**src/rtl/vga_res_pkg.sv**
```systemverilog
// Resolution codes and controller state encoding shared with the readout and VGA timing generator.
// ST_BLANK only exists when SWITCH_BLANK_EN is defined.
package vga_res_pkg;

  typedef logic [1:0] res_t;

  localparam res_t RES_640X480 = 2'b00;
  localparam res_t RES_800X600 = 2'b01;
  localparam res_t RES_640X350 = 2'b10;
  localparam res_t RES_768X576 = 2'b11;

  typedef enum logic [1:0] {
    ST_IDLE    = 2'd0,
    ST_PENDING = 2'd1
`ifdef SWITCH_BLANK_EN
    ,
    ST_BLANK   = 2'd2
`endif
  } state_t;

  // Simultaneous next and prev presses cancel out.
  function automatic res_t res_step(input res_t cur, input logic up, input logic dn);
    res_t result;
    result = cur;
    if (up && !dn)
      result = cur + 2'd1;
    else if (dn && !up)
      result = cur - 2'd1;
    return result;
  endfunction

endpackage

```
**src/rtl/resolution_ctrl_if.sv**
```systemverilog
// Button, frame and resolution signals between the controller and its surroundings.
interface resolution_ctrl_if;
  import vga_res_pkg::*;

  logic btn_next;
  logic btn_prev;
  logic frame_end;
  res_t res_sel;
  res_t res_pending;
  logic switch_pending;
  logic res_changed;
  logic blank;

  modport slave (
    input  btn_next, btn_prev, frame_end,
    output res_sel, res_pending, switch_pending, res_changed, blank
  );

  modport master (
    output btn_next, btn_prev, frame_end,
    input  res_sel, res_pending, switch_pending, res_changed, blank
  );

endinterface

```
**src/rtl/btn_debounce.sv**
```systemverilog
// Push-button conditioning: 2-flop synchroniser, hold-time debouncer and one-cycle press pulse.
module btn_debounce #(
  parameter logic [19:0] DEBOUNCE_CYCLES = 20'd1_000_000
) (
  input  logic clk,
  input  logic rst_n,
  input  logic i_btn,
  output logic o_press
);

  logic        r_sync1;
  logic        r_sync2;
  logic        r_stable;
  logic        r_press;
  logic [19:0] r_cnt;

  // The press pulse is raised on the same edge the stable level rises, releases are silent.
  always_ff @(posedge clk or negedge rst_n) begin
    if (!rst_n) begin
      r_sync1  <= 1'b0;
      r_sync2  <= 1'b0;
      r_stable <= 1'b0;
      r_press  <= 1'b0;
      r_cnt    <= 20'd0;
    end else begin
      r_sync1 <= i_btn;
      r_sync2 <= r_sync1;
      r_press <= 1'b0;
      if (r_sync2 == r_stable) begin
        r_cnt <= 20'd0;
      end else if (r_cnt == DEBOUNCE_CYCLES - 20'd1) begin
        r_cnt    <= 20'd0;
        r_stable <= r_sync2;
        r_press  <= r_sync2;
      end else begin
        r_cnt <= r_cnt + 20'd1;
      end
    end
  end

  assign o_press = r_press;

endmodule

```
**src/rtl/resolution_ctrl.sv**
```systemverilog
// Resolution selector: steps a pending code with debounced buttons and commits it on frame_end.
// Define SWITCH_BLANK_EN to force BLANK_FRAMES frames of blanking after every commit.
module resolution_ctrl
  import vga_res_pkg::*;
#(
  parameter logic [19:0] DEBOUNCE_CYCLES = 20'd1_000_000,
  parameter res_t        RES_INIT        = RES_640X480
`ifdef SWITCH_BLANK_EN
  ,
  parameter logic [3:0]  BLANK_FRAMES    = 4'd2
`endif
) (
  input  logic              clk,
  input  logic              rst_n,
  resolution_ctrl_if.slave  bus
);

  logic   w_next_press;
  logic   w_prev_press;

  state_t r_state;
  state_t w_state_nxt;
  res_t   r_res_sel;
  res_t   w_sel_nxt;
  res_t   r_res_pending;
  res_t   w_pending_nxt;
  logic   r_res_changed;
  logic   w_changed_nxt;
`ifdef SWITCH_BLANK_EN
  logic       r_blank;
  logic       w_blank_nxt;
  logic [3:0] r_blank_cnt;
  logic [3:0] w_cnt_nxt;
`endif

  btn_debounce #(.DEBOUNCE_CYCLES(DEBOUNCE_CYCLES)) u_next_db (
    .clk     (clk),
    .rst_n   (rst_n),
    .i_btn   (bus.btn_next),
    .o_press (w_next_press)
  );

  btn_debounce #(.DEBOUNCE_CYCLES(DEBOUNCE_CYCLES)) u_prev_db (
    .clk     (clk),
    .rst_n   (rst_n),
    .i_btn   (bus.btn_prev),
    .o_press (w_prev_press)
  );

  always_ff @(posedge clk or negedge rst_n) begin
    if (!rst_n) begin
      r_state       <= ST_IDLE;
      r_res_sel     <= RES_INIT;
      r_res_pending <= RES_INIT;
      r_res_changed <= 1'b0;
`ifdef SWITCH_BLANK_EN
      r_blank       <= 1'b0;
      r_blank_cnt   <= 4'd0;
`endif
    end else begin
      r_state       <= w_state_nxt;
      r_res_sel     <= w_sel_nxt;
      r_res_pending <= w_pending_nxt;
      r_res_changed <= w_changed_nxt;
`ifdef SWITCH_BLANK_EN
      r_blank       <= w_blank_nxt;
      r_blank_cnt   <= w_cnt_nxt;
`endif
    end
  end

  // A commit takes the pre-press pending code; a coinciding press still lands in the pending register.
  always_comb begin
    w_pending_nxt = res_step(r_res_pending, w_next_press, w_prev_press);
    w_sel_nxt     = r_res_sel;
    w_changed_nxt = 1'b0;
    w_state_nxt   = (w_pending_nxt != r_res_sel) ? ST_PENDING : ST_IDLE;
`ifdef SWITCH_BLANK_EN
    w_blank_nxt   = 1'b0;
    w_cnt_nxt     = r_blank_cnt;
`endif
    case (r_state)
      ST_PENDING: begin
        if (bus.frame_end) begin
          w_sel_nxt     = r_res_pending;
          w_changed_nxt = 1'b1;
`ifdef SWITCH_BLANK_EN
          w_state_nxt   = ST_BLANK;
          w_blank_nxt   = 1'b1;
          w_cnt_nxt     = BLANK_FRAMES;
`else
          w_state_nxt   = (w_pending_nxt != r_res_pending) ? ST_PENDING : ST_IDLE;
`endif
        end
      end
`ifdef SWITCH_BLANK_EN
      ST_BLANK: begin
        w_state_nxt = ST_BLANK;
        w_blank_nxt = 1'b1;
        if (r_blank_cnt == 4'd0) begin
          w_blank_nxt = 1'b0;
          w_state_nxt = (w_pending_nxt != r_res_sel) ? ST_PENDING : ST_IDLE;
        end else if (bus.frame_end) begin
          w_cnt_nxt = r_blank_cnt - 4'd1;
          if (r_blank_cnt == 4'd1) begin
            w_blank_nxt = 1'b0;
            w_state_nxt = (w_pending_nxt != r_res_sel) ? ST_PENDING : ST_IDLE;
          end
        end
      end
`endif
      default: begin
      end
    endcase
  end

  assign bus.res_sel        = r_res_sel;
  assign bus.res_pending    = r_res_pending;
  assign bus.switch_pending = (r_res_pending != r_res_sel);
  assign bus.res_changed    = r_res_changed;
`ifdef SWITCH_BLANK_EN
  assign bus.blank          = r_blank;
`else
  assign bus.blank          = 1'b0;
`endif

endmodule

```
**src/flat_wrapper.sv**
```systemverilog
// flat-port wrapper written by rule: the top's interface ports become plain ports
module resolution_ctrl_flat import vga_res_pkg::*;
#(
  parameter logic [19:0] DEBOUNCE_CYCLES = 20'd1_000_000,
  parameter res_t        RES_INIT        = RES_640X480

)
  (clk, rst_n, bus_btn_next, bus_btn_prev, bus_frame_end, bus_res_sel, bus_res_pending, bus_switch_pending, bus_res_changed, bus_blank);
  resolution_ctrl_if bus_i ();
  input  logic clk;
  input  logic rst_n;
  input wire logic [$bits(bus_i.btn_next)-1:0] bus_btn_next;
  input wire logic [$bits(bus_i.btn_prev)-1:0] bus_btn_prev;
  input wire logic [$bits(bus_i.frame_end)-1:0] bus_frame_end;
  output wire logic [$bits(bus_i.res_sel)-1:0] bus_res_sel;
  output wire logic [$bits(bus_i.res_pending)-1:0] bus_res_pending;
  output wire logic [$bits(bus_i.switch_pending)-1:0] bus_switch_pending;
  output wire logic [$bits(bus_i.res_changed)-1:0] bus_res_changed;
  output wire logic [$bits(bus_i.blank)-1:0] bus_blank;
  assign bus_i.btn_next = bus_btn_next;
  assign bus_i.btn_prev = bus_btn_prev;
  assign bus_i.frame_end = bus_frame_end;
  assign bus_res_sel = bus_i.res_sel;
  assign bus_res_pending = bus_i.res_pending;
  assign bus_switch_pending = bus_i.switch_pending;
  assign bus_res_changed = bus_i.res_changed;
  assign bus_blank = bus_i.blank;
  resolution_ctrl #(.DEBOUNCE_CYCLES(DEBOUNCE_CYCLES), .RES_INIT(RES_INIT)) u_core (.clk(clk), .rst_n(rst_n), .bus(bus_i));
endmodule
```
**config.mk**
```make
export PLATFORM = sky130hd
export DESIGN_NAME = resolution_ctrl_flat
export DESIGN_NICKNAME = d
export VERILOG_FILES = /design/src/rtl/vga_res_pkg.sv /design/src/rtl/resolution_ctrl_if.sv /design/src/rtl/btn_debounce.sv /design/src/rtl/resolution_ctrl.sv /design/src/flat_wrapper.sv
export SDC_FILE = /design/constraint.sdc
export NUM_CORES = 1
export LEC_CHECK = 0
export ABC_AREA = 1
export CAP_MARGIN = 15
export CORE_ASPECT_RATIO = 0.5
export CORE_MARGIN = 8
export CORE_UTILIZATION = 60
export DETAILED_ROUTE_END_ITERATION = 7
export PLACE_DENSITY = 0.79
export SYNTH_ARGS = -nofsm -noshare
export SYNTH_HDL_FRONTEND = slang
export SYNTH_SLANG_ARGS = --single-unit
```
**constraint.sdc**
```tcl
create_clock -name clk -period 1.8 [get_ports clk]
set_clock_uncertainty 0.2 [all_clocks]
set_input_delay 0.45 -clock clk [delete_from_list [all_inputs] [get_ports clk]]
set_output_delay 0.45 -clock clk [all_outputs]
set_load 0.005 [all_outputs]
```
==> metrics.csv, run 1 <==
metric,value,unit
dieHeight,65.6,um
clockRootBuffer,clkbuf_8,
antenna_cells,0,
final-max-slew-violation-count,0,
synthesis.nets,379,
drtIter0Drc,129,
drc,0,
hp-class,reg -> reg,
wl_per_cell,12.7,um
grt_pass1_wl,10500,um
violations,setup timing,
clock-sinks,54,
firstDrtPassIters,4,
vias,2393,
clk_latency,0.32,ns
grt_use_total,17.3,%
cts_tree,yes,
p_leak,1.55,nW
antenna_found_initial,0,
drt-total-wl,5990,um
num_rows,18,
coreArea,0.00484,mm2
dieArea,0.00756,mm2
post_dp_cell_area,0.00320,mm2
viasPerCell,5.08,
cp-end-kind,output port,
status,"complete, but fails checks",
cts_buffer_depth,2,
finalSetupTns,-0.00266,ns
ios,12,
fmax,0.555,GHz
hold_viol,0,
p_per_area,615,mW/mm2
cts-buffers-inserted,5,
fin_crit_sh,100,%
path_class,reg -> out,
worst_ep_required_time,1.15,ns
cap_violations,0,
yosys_warnings,0,
gp_routability_congestion,0.905,
rsz0062_at_grt,true,
yosysSeqAreaShare,45.8,%
first_global_vias,2385,
final_area,0.00333,mm2
max-vdd-ir-drop,0.000486,V
cp_data_arrival_time,1.15,ns
area_growth,12.7,%
post-route-util,68.7,%
nets,407,
synth_top_area_share,45.8,%
synth_area,0.00295,mm2
final.setup.worst_slack,-0.00266,ns
rrSetupSlack,0.12,ns
hpwl,4420,um
setup_viol,1,
period_minus_slack,1.80,ns
worstPathMaxFanout,2,
grt.overflow.total,0,
io_buffer_count,10,
synth_cell_types,29,
postSynthCellCount,372,
htreeDepth,2,
postSynthAreaPerCell,7.94,um2
yosysTopAreaCell,dfrtp_1,
drive_gt1_share,13.7,%
start_util,61.0,%
setup.worst_path.start_class,flop,
ant_nets,0,
ys_seq_elements,54,
clkTransAtPathRegs,0.11,ns
grt_max_degree,55,
synthTopCellsByArea,"dfrtp_1 (46%), nand2_1 (11%), nor2_1 (9.4%), inv_1 (5.8%), xor2_1 (5.6%)",
fp.dieW,115,um
-- path summary, 6_finish.rpt --
check                                                         start                              endpoint  depth (start not counted)
worst max-delay path            u_core.bus.res_pending[0]$_DFF_PN0_                    bus_switch_pending                          4
worst min-delay path             u_core.u_next_db.r_sync1$_DFF_PN0_    u_core.u_next_db.r_sync2$_DFF_PN0_                          0
worst max register to register  u_core.u_prev_db.r_cnt[0]$_DFF_PN0_  u_core.u_prev_db.r_cnt[14]$_DFF_PN0_                          8
worst min register to register   u_core.u_next_db.r_sync1$_DFF_PN0_    u_core.u_next_db.r_sync2$_DFF_PN0_                          0
max in group asynchronous                                     rst_n    u_core.u_prev_db.r_sync2$_DFF_PN0_                          3
min in group asynchronous                                     rst_n  u_core.u_prev_db.r_cnt[15]$_DFF_PN0_                          3
-- layout by cell type, fill, tap and decap left out, drive strengths merged, types with 8 or more instances in the layout --
cell,instances
xor2,19
nor2,88
clkbuf,9
nand2,96
xnor2,10
nor3,10
dfrtp,54
inv,48
o21ai,8
nand3,20
buf,12
-- where the power goes --
group	switching (W)	internal, W	leakage [nW]
Combinational	0.0000617	0.0000291	0.757
Clock	0.000405	0.000312	0.0482
Sequential	0.0000110	0.00123	0.740
Total	0.000478	0.00157	1.55
-- repair_timing --
item,4_1_cts,5_1_grt
hold endpoints to repair,54,0
setup endpoints to repair,5,6
pin swaps,1,4
gates resized for setup,8,5
hold buffers,1,0
buffers inserted,1,2
-- routing by layer --
layer / vias up / wire length, um / global-route usage, %
met5: - / 0 / 0
met3: 10 / 196 / 3.56
met2: 34 / 3030 / 32.0
li1: 1193 / - / -
met1: 1156 / 2680 / 20.2
met4: 0 / 74 / 4.86
-- cell usage after synthesis (all sizes together) --
cell     n
nand2   96
nor2    88
dfrtp   54
inv     48
nand3   20
xor2    19
nor3    10
xnor2   10
o21ai    8
a21oi    7
nand4    3
ha       2
nor3b    2
a21boi   1
buf      1
conb     1
nand3b   1
nor4     1
-- cell families after synthesis --
| logic type | synth area share [%] |
|---|---|
| and+or+nand+nor | 35.4 |
| AOI/OAI and AO/OA | 2.80 |
| other | 0.127 |
| buffers and inverters | 6.44 |
| adders and majority gates | 0.847 |
| DFF | 45.8 |
| xor gates and xnor gates | 8.60 |
-- metrics by stage --
step,std cells,hold slack (ns),total power (W),setup slack (ns)
floorplan,372,-0.0456,0.00130,0.260
global placement,459,0.142,0.00135,-0.00891
detailed placement,459,0.141,0.00135,-0.0406
CTS,469,0.174,0.00205,-0.127
global route,471,0.182,0.00212,-0.0665
finish,471,0.169,0.00205,-0.00266
-- state kept, by name, indices dropped and copies added (netlist names), 2 cells and up --
name,count
u_core.bus.res_pending,2
u_core.bus.res_sel,2
u_core.u_prev_db.r_cnt,20
u_core.u_next_db.r_cnt,20
-- area by class of cell --
class | instances | area [um2]
clock inverter | 1 | 5.00
clock buffer | 7 | 86.3
inverter | 48 | 183
multi-input combinational | 269 | 1420
tap | 70 | 87.6
fill | 412 | 1510
timing repair buffer | 22 | 196
sequential | 54 | 1350
-- worst max-delay path, cell delays in order (launching register included) --
cell      delay [ns]
dfrtp_1         0.41
xor2_1          0.19
inv_1           0.07
nand2_1         0.06
clkbuf_2        0.11
(Power assumes the default switching activity.)
==> run 2, diff against run 1 <==
--- a/config.mk
+++ b/config.mk
@@ -8,10 +8,10 @@
 export ABC_AREA = 1
 export CAP_MARGIN = 15
 export CORE_ASPECT_RATIO = 0.5
-export CORE_MARGIN = 8
-export CORE_UTILIZATION = 60
+export CORE_MARGIN = 2
+export CORE_UTILIZATION = 59
 export DETAILED_ROUTE_END_ITERATION = 7
-export PLACE_DENSITY = 0.79
+export PLACE_DENSITY = 0.78
 export SYNTH_ARGS = -nofsm -noshare
 export SYNTH_HDL_FRONTEND = slang
 export SYNTH_SLANG_ARGS = --single-unit
==> metrics.csv, run 2 (synthesized netlist as in run 1, its figures left out) <==
metric,value,unit
status,"finished, final reports clean",
viasPerCell,4.97,
min-delay-start,u_core.u_prev_db.r_sync1$_DFF_PN0_,
worstHoldEndpoint,u_core.u_prev_db.r_sync2$_DFF_PN0_,
grt_util_met2,39.5,%
num_rows,18,
largest_registers,"u_core.u_next_db.r_cnt: 20 flops, u_core.u_prev_db.r_cnt: 20 flops",
setup_viol,0,
hp-class,reg -> reg,
grt_use_total,21.7,%
gp_routability_congestion,0.881,
worst_ep_required_time,1.15,ns
hold_viol,0,
final_common_cell,nand2_1,
max-vdd-ir-drop,0.000324,V
worstPathMaxFanout,2,
coreArea,0.00486,mm2
htreeDepth,2,
period_minus_slack,1.80,ns
wl_per_cell,12.0,um
grt_pass1_wl,9470,um
post_dp_cell_area,0.00321,mm2
globalRouteMet1Util,25.5,%
path_class,reg -> out,
comb_power_share,4.8,%
seqPwrFrac,61.2,%
min_path_cells,0,
dieArea,0.00562,mm2
p_per_area,610,mW/mm2
dp.cells,458,
final_cell_mix,"nand2_1 (86), nor2_1 (74), dfrtp_1 (54)",
drc,0,
fin_crit_sh,99.8,%
cp-end-kind,output port,
ios,12,
area_growth,12.5,%
cp_data_arrival_time,1.15,ns
io_buffer_count,10,
dieHeight,54.0,um
p_int,0.00157,W
worstRegToRegCells,8,
drtIter0Drc,76,
nets,404,
clk_latency,0.30,ns
drive_gt1_share,12.8,%
grt.overflow.total,0,
cp_top_family,flip-flops,
top_usage_layer,met2,
firstDrtPassIters,4,
worst_r2r_startpoint,u_core.u_prev_db.r_cnt[0]$_DFF_PN0_,
worst_path_max_delay_cell,dfrtp_1,
fp.dieW,104,um
p_leak,1.53,nW
final_area,0.00332,mm2
clkPwrFrac,34.1,%
drt-total-wl,5620,um
clkTransAtPathRegs,0.09,ns
cap_violations,0,
critical_path.cell_chain,xor2_1 > inv_1 > nand2_1 > buf_2,
antenna_cells,0,
cts_buffer_depth,2,
p_sw,0.000452,W
setup.worst_path.start_class,flop,
final-max-slew-violation-count,0,
ant_nets,0,
clock-sinks,54,
crit_buf_inv,2,
finalPower,0.00202,W
cp_slowest_stage_delay,0.41,ns
first_global_vias,2237,
cts_tree,yes,
cts-buffers-inserted,5,
post-route-util,68.3,%
rsz0062_at_grt,true,
antenna_found_initial,0,
start_util,60.7,%
met3_usage,4.72,%
fmax,0.557,GHz
r2r-end,u_core.u_prev_db.r_cnt[16]$_DFF_PN0_,
swShare,22.4,%
layout.cells.non_filler,468,
grt_max_degree,24,
vias,2326,
rrSetupSlack,0.12,ns
hpwl,4330,um
clockRootBuffer,clkbuf_8,
## run 2: cell types whose count changed in the layout (fill, tap and decap cells not counted), sizes merged
cell	delta
clkbuf	-2
clkdlybuf4s15	+1
buf	-2
## run 2: worst max path at each step
stage                                             start                              endpoint  slack [ns]  cells past startpoint
floorplan           u_core.u_next_db.r_cnt[0]$_DFF_PN0_  u_core.u_next_db.r_cnt[16]$_DFF_PN0_        0.26                      8
global placement    u_core.bus.res_pending[0]$_DFF_PN0_                    bus_switch_pending      0.0007                      4
detailed placement  u_core.bus.res_pending[0]$_DFF_PN0_                    bus_switch_pending       -0.05                      4
CTS                   u_core.bus.res_sel[0]$_DFFE_PN0P_                    bus_switch_pending      -0.009                      4
global route          u_core.bus.res_sel[0]$_DFFE_PN0P_                    bus_switch_pending       -0.04                      4
finish                u_core.bus.res_sel[0]$_DFFE_PN0P_                    bus_switch_pending       0.003                      4
## run 2: per-stage QoR
| stage | setup WS (ns) | TNS, ns | hold WS, ns |
|---|---|---|---|
| 2_1_floorplan | 0.260 | 0 | -0.0456 |
| 3_3_place_gp | 0.000688 | 0 | 0.135 |
| 3_5_place_dp | -0.0452 | -0.0452 | 0.143 |
| 4_1_cts | -0.00851 | -0.00851 | 0.164 |
| 5_1_grt | -0.0444 | -0.0604 | 0.177 |
| 6_report | 0.00323 | 0 | 0.160 |
## run 2: metal layers
metal | routed length [um] | share of wire [%]
met2 | 2670 | 47
met3 | 176 | 3.1
met4 | 109 | 1.9
met1 | 2670 | 47
met5 | 0 | 0
## run 2: area by class of cell
cell class                      instances  area, um2
Sequential cell                        54       1350
Clock buffer                            7       86.3
Multi-Input combinational cell        269       1420
Inverter                               48        183
Fill cell                             403       1540
Tap cell                               70       87.6
Timing Repair Buffer                   19        184
Clock inverter                          1       5.00
## run 2: power by group through the flow
| stage | combinational (W) | sequential, W | clock, W |
|---|---|---|---|
| global route | 0.000110 | 0.00124 | 0.000761 |
| CTS | 0.0000996 | 0.00124 | 0.000712 |
| detailed placement | 0.0000977 | 0.00126 | 0 |
| global placement | 0.0000934 | 0.00126 | 0 |
| finish | 0.0000963 | 0.00124 | 0.000690 |
| floorplan | 0.0000444 | 0.00126 | 0 |
## run 2: repair_timing
action	in CTS	in global routing
resized for setup	8	4
hold buffers	1	0
endpoints found under the setup margin	5	6
endpoints found under the hold margin	11	0
pin swaps	1	0
buffers inserted	1	0
## run 2: worst register-to-register path: cells and delay by family, from the launching register on
family | cells | cell delay (ns)
DFF | 1 | 0.38
buffers and inverters | 2 | 0.19
adders and majority gates | 1 | 0.20
and+or+nand+nor | 5 | 0.60
==> run 3, diff against run 2 <==
--- a/config.mk
+++ b/config.mk
@@ -9,9 +9,9 @@
 export CAP_MARGIN = 15
 export CORE_ASPECT_RATIO = 0.5
 export CORE_MARGIN = 2
-export CORE_UTILIZATION = 59
+export CORE_UTILIZATION = 60
 export DETAILED_ROUTE_END_ITERATION = 7
-export PLACE_DENSITY = 0.78
+export PLACE_DENSITY = 0.79
 export SYNTH_ARGS = -nofsm -noshare
 export SYNTH_HDL_FRONTEND = slang
 export SYNTH_SLANG_ARGS = --single-unit
==> metrics.csv, run 3 (synthesized netlist as in run 1, its figures left out) <==
metric,value,unit
wl_met3,224,um
antenna_found_initial,0,
final_common_cell,nand2_1,
coreArea,0.00457,mm2
setup_viol,0,
clkPwrFrac,37.6,%
cts_buffer_depth,2,
rrSetupSlack,0.16,ns
fp.dieW,103,um
first_global_vias,2314,
cp_data_arrival_time,1.15,ns
seqPwrFrac,58.0,%
status,"finished, final reports clean",
fill_cells,351,
cp_top_family,flip-flops,
wl_per_cell,12.2,um
period_minus_slack,1.80,ns
grt_max_degree,45,
clkTransAtPathRegs,0.09,ns
grt_use_total,23.9,%
final-max-slew-violation-count,0,
pre_cts_slack,-0.0301,ns
viasPerCell,5.02,
multi_input_area,0.00142,mm2
worst_path_max_delay_cell,dfrtp_1,
htreeDepth,2,
worstRegToRegCells,8,
cp_slowest_stage_delay,0.41,ns
dieHeight,53.6,um
crit_buf_inv,2,
clock-sinks,54,
ant_nets,0,
cts-buffers-inserted,5,
critical_path.cell_chain,xor2_1 > inv_1 > nand2_1 > clkbuf_2,
final.setup.worst_slack,0.00301,ns
hold_viol,0,
hpwl,4190,um
post-route-util,73.2,%
cp-end-kind,output port,
antenna_cells,0,
dr_wl_met2,2890,um
io_buffer_count,10,
rsz0062_at_grt,true,
min_path_cells,0,
path_class,reg -> out,
firstDrtPassIters,4,
p_per_area,637,mW/mm2
fin_crit_sh,99.8,%
topRoutingLayerUsed,met4,
max-vdd-ir-drop,0.000490,V
final_cell_mix,"nand2_1 (86), nor2_1 (74), dfrtp_1 (54)",
drt-total-wl,5700,um
drtIter0Drc,105,
hp-class,reg -> reg,
finalPower,0.00213,W
start_util,64.6,%
wl_met1,2520,um
gp_routability_congestion,0.924,
cts_tree,yes,
comb_power_share,4.4,%
dieArea,0.00553,mm2
path_depth,4,
drc,0,
fmax,0.556,GHz
cap_violations,0,
grt.overflow.total,0,
largest_registers,"u_core.u_next_db.r_cnt: 20 flops, u_core.u_prev_db.r_cnt: 20 flops",
p_leak,1.55,nW
worst_ep_required_time,1.15,ns
drive_gt1_share,14.0,%
num_rows,17,
worstPathMaxFanout,2,
vias,2345,
area_growth,13.4,%
p_int,0.00167,W
clockRootBuffer,clkbuf_8,
clk_latency,0.31,ns
p_sw,0.000465,W
nets,407,
swShare,21.8,%
ios,12,
grt_pass1_wl,9920,um
setup.worst_path.start_class,flop,
seqCellArea,0.00135,mm2
## run 3: layout make-up
type / count / share of cell area [%]
flip-flops and latches: 54 / 40.4
inverters: 48 / 5.46
multi-input cells: 269 / 42.5
repair buffers: 22 / 6.02
well taps: 66 / 2.47
clock inverters: 3 / 1.20
clock buffers: 5 / 2.06
## run 3: timing repair
item | in CTS | in global routing
setup buffers | 1 | 2
hold buffers | 1 | 0
resized for setup | 8 | 5
hold endpoints to repair | 10 | 0
endpoints found under the setup margin | 5 | 11
pin swaps | 1 | 4
## run 3: metal layers
layer,global-route usage [%],vias up
li1,-,1191
met1,27.8,1095
met2,44.9,50
met3,5.06,9
met4,8.11,0
met5,0,-
## run 3: worst paths after layout
path	startpoint	endpoint
setup / recovery	u_core.bus.res_pending[0]$_DFF_PN0_	bus_switch_pending
hold / removal	u_core.u_next_db.r_sync1$_DFF_PN0_	u_core.u_next_db.r_sync2$_DFF_PN0_
setup reg to reg	u_core.u_prev_db.r_cnt[0]$_DFF_PN0_	u_core.u_prev_db.r_cnt[14]$_DFF_PN0_
hold reg to reg	u_core.u_next_db.r_sync1$_DFF_PN0_	u_core.u_next_db.r_sync2$_DFF_PN0_
max in group asynchronous	rst_n	u_core.u_next_db.r_cnt[3]$_DFF_PN0_
min in group asynchronous	rst_n	u_core.u_prev_db.r_cnt[14]$_DFF_PN0_
## run 3: worst register-to-register path, cell delays in order (launching register included)
cell,delay [ns]
dfrtp_1,0.38
ha_1,0.19
inv_1,0.09
nor2_2,0.16
nand3b_1,0.18
inv_1,0.15
nand3_1,0.08
nand2_1,0.07
nor2_1,0.04
## run 3: power by group through the flow
stage                     registers (W)  clock network [W]  logic (W)
after floorplan                 0.00126                  0  0.0000444
after global placement          0.00126                  0  0.0000876
after detailed placement        0.00126                  0  0.0000913
after CTS                       0.00124           0.000824  0.0000936
after global routing            0.00124           0.000876   0.000107
final                           0.00124           0.000802  0.0000931
## run 3: stage by stage
| stage | TNS, ns | area [um2] | std cells | hold WS [ns] |
|---|---|---|---|---|
| finish | 0 | 3350 | 467 | 0.162 |
| global route | -0.113 | 3350 | 467 | 0.158 |
| CTS | -0.125 | 3330 | 465 | 0.161 |
| detailed placement | -0.0301 | 3200 | 455 | 0.142 |
| global placement | -0.00533 | 3200 | 455 | 0.137 |
| floorplan | 0 | 2950 | 372 | -0.0456 |
